==> src/rtl/muldiv_ctrl.sv <==
// RV32M multiply/divide sequencer: stalls the execute stage while a multi-cycle
// MUL/DIV runs, then presents the result with a one-cycle done pulse.
module muldiv_ctrl #(
    parameter int MUL_LATENCY = 3
) (
    input  logic        clk,
    input  logic        rst,
    input  logic        start,
    input  logic [2:0]  op,
    input  logic [31:0] rs1,
    input  logic [31:0] rs2,
    input  logic        flush,
    output logic        stall,
    output logic        busy,
    output logic        done,
    output logic [31:0] result
);
    typedef enum logic [1:0] {IDLE, MUL, DIV, DONE} state_t;

    state_t      state_reg;
    logic [4:0]  count_reg;
    logic [1:0]  op_reg;
    logic [31:0] quo_reg;      // rs1 for multiplies, |rs1| then quotient for divides
    logic [31:0] dvsr_reg;     // rs2 for multiplies, |rs2| for divides
    logic [31:0] rem_reg;
    logic        neg_q_reg;
    logic        neg_r_reg;
    logic        busy_reg;
    logic        done_reg;
    logic [31:0] result_reg;

    // Acceptance-time decode
    logic        div_signed, div_by_zero, div_overflow;
    logic [31:0] special_result, rs1_mag, rs2_mag;

    assign div_signed   = ~op[0];
    assign div_by_zero  = (rs2 == 32'h0);
    assign div_overflow = div_signed && (rs1 == 32'h8000_0000) && (rs2 == 32'hFFFF_FFFF);
    assign rs1_mag      = (div_signed && rs1[31]) ? -rs1 : rs1;
    assign rs2_mag      = (div_signed && rs2[31]) ? -rs2 : rs2;

    always_comb begin
        special_result = 32'hFFFF_FFFF;
        if (div_by_zero)
            special_result = op[1] ? rs1 : 32'hFFFF_FFFF;
        else if (div_overflow)
            special_result = op[1] ? 32'h0 : 32'h8000_0000;
    end

    // Multiplier: 33-bit operands, signedness chosen by the latched funct3
    logic signed [32:0] mul_a, mul_b;
    logic signed [63:0] product;
    logic [31:0]        mul_result;

    assign mul_a      = {(op_reg == 2'b01 || op_reg == 2'b10) ? quo_reg[31] : 1'b0, quo_reg};
    assign mul_b      = {(op_reg == 2'b01) ? dvsr_reg[31] : 1'b0, dvsr_reg};
    assign product    = mul_a * mul_b;
    assign mul_result = (op_reg == 2'b00) ? product[31:0] : product[63:32];

    // Restoring divider step: 33-bit partial remainder, one quotient bit per cycle
    logic [32:0] rem_shift, trial;
    logic        fits;
    logic [31:0] rem_next, quo_next, q_fix, r_fix;

    assign rem_shift = {rem_reg, quo_reg[31]};
    assign trial     = rem_shift - {1'b0, dvsr_reg};
    assign fits      = ~trial[32];
    assign rem_next  = fits ? trial[31:0] : rem_shift[31:0];
    assign quo_next  = {quo_reg[30:0], fits};
    assign q_fix     = neg_q_reg ? -quo_next : quo_next;
    assign r_fix     = neg_r_reg ? -rem_next : rem_next;

    always_ff @(posedge clk) begin
        if (rst) begin
            state_reg  <= IDLE;
            count_reg  <= 5'd0;
            op_reg     <= 2'b00;
            quo_reg    <= 32'h0;
            dvsr_reg   <= 32'h0;
            rem_reg    <= 32'h0;
            neg_q_reg  <= 1'b0;
            neg_r_reg  <= 1'b0;
            busy_reg   <= 1'b0;
            done_reg   <= 1'b0;
            result_reg <= 32'h0;
        end else begin
            done_reg <= 1'b0;
            if (flush) begin
                state_reg <= IDLE;
                busy_reg  <= 1'b0;
            end else begin
                case (state_reg)
                    IDLE: if (start) begin
                        op_reg    <= op[1:0];
                        count_reg <= 5'd0;
                        rem_reg   <= 32'h0;
                        busy_reg  <= 1'b1;
                        neg_q_reg <= div_signed && (rs1[31] ^ rs2[31]);
                        neg_r_reg <= div_signed && rs1[31];
                        if (!op[2]) begin
                            quo_reg   <= rs1;
                            dvsr_reg  <= rs2;
                            state_reg <= MUL;
                        end else if (div_by_zero || div_overflow) begin
                            result_reg <= special_result;
                            done_reg   <= 1'b1;
                            state_reg  <= DONE;
                        end else begin
                            quo_reg   <= rs1_mag;
                            dvsr_reg  <= rs2_mag;
                            state_reg <= DIV;
                        end
                    end
                    MUL: begin
                        count_reg <= count_reg + 5'd1;
                        if (count_reg == 5'(MUL_LATENCY - 1)) begin
                            result_reg <= mul_result;
                            done_reg   <= 1'b1;
                            state_reg  <= DONE;
                        end
                    end
                    DIV: begin
                        rem_reg   <= rem_next;
                        quo_reg   <= quo_next;
                        count_reg <= count_reg + 5'd1;
                        if (count_reg == 5'd31) begin
                            result_reg <= op_reg[1] ? r_fix : q_fix;
                            done_reg   <= 1'b1;
                            state_reg  <= DONE;
                        end
                    end
                    default: begin
                        state_reg <= IDLE;
                        busy_reg  <= 1'b0;
                    end
                endcase
            end
        end
    end

    assign stall  = ~rst & ~flush & (((state_reg == IDLE) & start) | (state_reg == MUL) | (state_reg == DIV));
    assign busy   = busy_reg;
    assign done   = done_reg;
    assign result = result_reg;
endmodule

==> config.mk <==
export PLATFORM = sky130hd
export DESIGN_NAME = muldiv_ctrl
export DESIGN_NICKNAME = d
export VERILOG_FILES = /design/src/rtl/muldiv_ctrl.sv
export SDC_FILE = /design/constraint.sdc
export NUM_CORES = 2
export LEC_CHECK = 0
export ABC_AREA = 1
export CAP_MARGIN = 10
export CORE_MARGIN = 2
export CORE_UTILIZATION = 55
export DETAILED_ROUTE_END_ITERATION = 10
export MAX_ROUTING_LAYER = met4
export PLACE_DENSITY = 0.8
export SYNTH_ARGS = -nofsm -noshare
export SYNTH_HDL_FRONTEND = slang
export SYNTH_SLANG_ARGS = --single-unit
export TNS_END_PERCENT = 100
==> constraint.sdc <==
create_clock -name clk -period 7.8 [get_ports clk]
set_clock_uncertainty 0.1 [all_clocks]
set_input_delay 1.95 -clock clk [delete_from_list [all_inputs] [get_ports clk]]
set_output_delay 1.95 -clock clk [all_outputs]
set_load 0.01 [all_outputs]
=== Yosys cells after proc, flatten, opt, wreduce, memory -nomap -nowiden ===
Index checks and enable logic that the tools add are counted.
W data, S select, Z words.

* Register bits: 141
* Bits of input ports: 71
* Output and inout port bits: 35
* Word-level logic and storage cells: 110

* $add $sub $neg: 6
* $mul: 1
* Equal/unequal tests: 15
* Muxes and demuxes: 43
* Bitwise gates (word level): 11
* Reductions and logical operators: 23

{| class="wikitable"
|+ Operator list
! kind !! count
|-
| $mux W32 || 22
|-
| $neg A32 Y32 || 4
|-
| $pmux W32 S2 || 2
|-
| $pmux W32 S3 || 1
|-
| $eq A32 B32 Y1 const B || 2
|-
| $mul A33 B33 Y64 || 1
|-
| $sub A33 B32 Y33 || 1
|-
| $logic_not A32 Y1 || 1
|-
| $ne A2 B2 Y1 const B || 6
|-
| $reduce_and A3 Y1 || 4
|-
| $pmux W5 S2 || 1
|-
| $mux W1 || 9
|-
| $mux W2 || 4
|-
| $reduce_and A4 Y1 || 2
|-
| $reduce_and A7 Y1 || 1
|-
| $pmux W2 S3 || 1
|-
| $add A5 B1 Y5 const B || 1
|-
| $eq A5 B2 Y1 const B || 1
|-
| $eq A5 B5 Y1 const B || 1
|-
| $logic_and A1 B1 Y1 || 5
|-
| $mux W5 || 1
|-
| $not A1 Y1 || 5
|-
| $eq A2 B1 Y1 const B || 2
|-
| $eq A2 B2 Y1 const B || 2
|-
| other kinds (12) || 19
|}

=== Longest topological paths before layout ===
* Depth after elaboration: 9
* Depth in mapped cells: 42
* Mapped depth without buffers: 39

=== Least setup slack after synthesis ===
No wires, ideal clock.

* Path type: register -> register
* From: register op_reg[1]
* To: register result_reg[29], in the netlist result[29]
* Library setup time: 0.070 ns
* Arrival time: 8.279 ns
* Data required time: 7.630 ns
* Slack: -0.649 ns
* Stages on the path, launching flop included: 34
* Path buffers: 3
* Clock period less this slack: 8.449 ns
* Cells stage by stage: dfxtp_1 > inv_1 > clkbuf_1 > clkbuf_1 > ha_1 > nand2_1 > clkbuf_1 > nor2_1 > fa_1 > inv_1 > fa_1 > inv_1 > fa_1 > fa_1 > inv_1 > fa_1 > inv_1 > fa_1 > inv_1 > fa_1 > fa_1 > inv_1 > ha_1 > a21oi_1 > o21ai_0 > o21bai_1 > a221oi_1 > o211ai_1 > or2_2 > nand3_1 > a31oi_1 > nand2_1 > nand2_1 > a21oi_1

* Word-level cells in the longest chain between the ends: 7
* Elaborated cells on any way between the ends: 12
* Classes of those cells: 1 x mul; 2 x eq/ne; 7 x mux; 2 x reduce/logical

{| class="wikitable"
|+ RTL lines
! what !! line !! source
|-
| start, declared || 22 || <nowiki>logic [1:0] op_reg;</nowiki>
|-
| start signal, assigned || 94 || <nowiki>op_reg <= op[1:0];</nowiki>
|-
| $eq A2 B1 Y1 / $eq A2 B2 Y1 (equally long branches) || 55, 56 ||
|-
| $logic_or A1 B1 Y1 || 55 || <nowiki>assign mul_a = {(op_reg == 2'b01 || op_reg == 2'b10) ? quo_reg[31] : 1'b0, quo_reg};</nowiki>
|-
| $mux W1 || 55 ||
|-
| $mul A33 B33 Y64 || 57 || <nowiki>assign product = mul_a * mul_b;</nowiki>
|-
| $mux W32 || 58 || <nowiki>assign mul_result = (op_reg == 2'b00) ? product[31:0] : product[63:32];</nowiki>
|-
| $mux W32 || 116 || <nowiki>if (count_reg == 5'(MUL_LATENCY - 1)) begin</nowiki>
|-
| $pmux W32 S3 (*) || 92 || <nowiki>case (state_reg)</nowiki>
|-
| end signal, assigned || 105 || <nowiki>result_reg <= special_result;</nowiki>
|-
| end signal, assigned || 117 || <nowiki>result_reg <= mul_result;</nowiki>
|-
| end signal, assigned || 127 || <nowiki>result_reg <= op_reg[1] ? r_fix : q_fix;</nowiki>
|-
| end, declared || 30 || <nowiki>logic [31:0] result_reg;</nowiki>
|}

Mark *: on every way between the ends. The rest lies on a longest branch, timed or not. The select of a mux whose other input is x is not followed.
A chain may end at the register's enable or synchronous reset.

=== Final worst setup path ===
* From: register op_reg[1]
* To: register result_reg[26], in the netlist result[26]

Same word-level chain as after synthesis.

==> results.md <==
* Crit. path cell count at 35
* CP max stage cell: fa_2
* Setup crit start kind: flop
* Syn avg cell area at 7.31 um2
* Mapped Area at 0.0527 mm2
* Crit. End Element: flop
* Post-route DRC at 0
* RSZ-0062 raised after global routing: true
* CORE AREA at 0.0950 mm2
* Pre-antenna DRT Iters at 9
* Clock Latency Late Sink at 490 ps
* Largest net degree at the start of global routing at 70
* Most area-consuming cells after synthesis: fa_1 43%, nand2_1 13%, inv_1 13%
* Layout Nets at 9118
* Clk pwr share at 10.2%
* PnR worst setup slack at -170 ps
* Boundary pin count at 106
* Placed insts at 8842
* First-pass GRT wire length at 289000 um
* Most used cell, CP: fa_1
* Worst R2R Path Depth at 35
* Seq/Total Area, Yosys at 5.35%
* HPWL after DPL at 158000 um
* Failing checks: negative setup slack
* Vias at 49200
* DRT iter0 DRCs at 4920
* Gr ovfl total at 0
* Initial antenna violation count at 7
* Number of synthesized flops with an enable pin at 0
* Required time of the critical path at 8110 ps
* Crit path max-delay family: adder cells
* Vias in the first global route at 51100
* Power Dens Cells at 153 mW/mm2
* Area growth from synthesis to layout at 19.3%
* Ys async rst share at 0%
* Maxcap violations at 0
* Clock Path Buffers at 2
* Minimum clock period at 7970 ps
* F_max at 0.125 GHz
* Clk sink count at 141
* Routability Congestion at 1.04
* Initial Util at 55.5%
* Fraction of layout cells with a size suffix above 1 at 15.7%
* Final Total Pwr at 9.62 mW
* Final WL at 188000 um
* Slowest stage delay, CP at 620 ps
* Worst Path Buf+Inv at 9
* Total negative slack at -1410 ps
* Max-slew violations at 0
* Yosys top cell area share at 42.7%
* Leak at 31.7 nW
* Switching pwr at 5.03 mW
* Synth cell types at 59
* Die area at 0.0984 mm2
* Hold Vio Cnt, Final at 0
* Area of the multi-input gates at 0.0433 mm2
* Worst Tran Pin Value at 1150 ps
* Routed Antenna Nets at 0
* Peak VDD IR at 0.000154 V
* Period utilisation layout at 102%
* Critical Path AT at 8280 ps
* Status: finished with violations
* Combinational power share at 81.5%
* Setup violators final at 17
* Sequential share of power at 8.4%
* Int Pwr at 4.59 mW
* IO Port Bufs at 105
* H-tree lvl count at 4
* Wire per inst at 21.0 um
* Hold buffers post-CTS at 0
* Fillcell total at 7925
* Sw frac at 52.3%
* CTS tree: built
* Placement row count at 113
* Finished Layout Cells at 8946
* Most frequent cells in the layout: 1832 x nand2_1, 1788 x inv_1, 1102 x fa_1
* Net Count, Synth at 8673
* Area leader, netlist: fa_1
* Syn Inst Count at 7217
* Final core occ at 66.2%
* HP Class: reg -> reg
* FF+latch area at 0.00286 mm2
* Post-DR vias/cell at 5.50
* Main flop type after synthesis: dfxtp_1
* Yosys warnings at 0
* Flop and latch count out of synthesis at 141
* Kind of critical path: reg -> reg
* Worst hold stages at 2
* Worst slew margin at 23.1%
* Die Ht at 314 um
* Clock root cell: clkbuf_16
* Clock transition at the registers of the reported paths at 70 ps
* Commonest non-fill, non-tap cell in the layout: nand2_1
* GRT Util Overall at 39.6%
* Worst Path Max Fanout at 8
* Die Span X at 314 um
* Num CTS Buffers at 17
repair_timing:
item,in CTS,in global routing
gates resized for setup,162,304
setup buffers,18,50
pin swaps,49,125
cloned,1,1
endpoints found under the setup margin,32,32
worst paths after layout:
| kind | start | end | slack, ps |
|---|---|---|---|
| worst max register to register | op_reg[1] | result[26] | -170 |
| worst max-delay path | op_reg[1] | result[26] | -170 |
| worst min register to register | result[3] | result[3] | 370 |
| worst min-delay path | result[3] | result[3] | 370 |
power by group through the flow:
stage / Clock (mW) / Combinational [mW] / Sequential (mW)
after floorplan: 0 / 3.66 / 0.789
after global placement: 0 / 6.66 / 0.814
after detailed placement: 0 / 6.73 / 0.816
after CTS: 0.974 / 7.12 / 0.803
after global routing: 1.00 / 8.49 / 0.807
final: 0.977 / 7.84 / 0.805
final cells by class:
class                      count  area share (%)
sequential                   141            4.54
clock buffer                  18           0.698
timing repair buffer         788            12.0
multi-input combinational   4856            68.8
tap                         1265            2.52
clock inverter                14           0.362
antenna                        6          0.0239
inverter                    1858            11.1
cell families (layout without fill, tap and decap cells):
kind of cell	count (synthesis)	after routing	synth area share, %
and+or+nand+nor	2669	2669	20.8
other	0	6	0
AOI/OAI and AO/OA	697	697	7.26
DFF	141	141	5.35
xor gates and xnor gates	105	105	1.74
buffers and inverters	2220	2678	16.0
adders and majority gates	1385	1385	48.9
worst register-to-register path: cells and delay by family (launching register included):
family	cells	cell delay (ps)
compound gates	4	530
fa+ha+maj	10	4690
buf+inv	9	870
flops	1	370
simple gates	12	1320
synth_stat cells (all sizes together) (2+ instances only):
library cell	instances
a211oi	22
a21boi	3
a21o	5
a21oi	323
a221oi	8
a31o	4
a31oi	30
and2	2
buf	79
clkbuf	283
clkinv	5
dfxtp	141
fa	1126
ha	259
inv	1853
nand2	1924
nand3	205
nand3b	18
nand4	49
nor2	382
nor3	51
nor3b	2
nor4	17
o211ai	13
o21a	5
o21ai	251
o21bai	16
o221ai	4
o22ai	3
o311ai	2
o31ai	4
o41ai	2
or2	16
or3	2
xnor2	41
xor2	64
through the flow:
step           worst slack [ps]  instance area [um2]  hold slack [ps]
2_1_floorplan             -2.84                53000              356
4_1_cts                   -48.0                61300              369
3_5_place_dp               -422                59900              359
5_1_grt                    -434                62900              389
3_3_place_gp               -304                59900              355
6_report                   -170                62900              368
routing by layer:
| metal | wire, um | global-route usage [%] |
|---|---|---|
| met1 | 71200 | 49.3 |
| met2 | 88600 | 63.5 |
| met3 | 17000 | 6.58 |
| met4 | 11200 | 18.3 |
| met5 | 0 | - |
No activity file was read; power rests on OpenSTA's default activity.
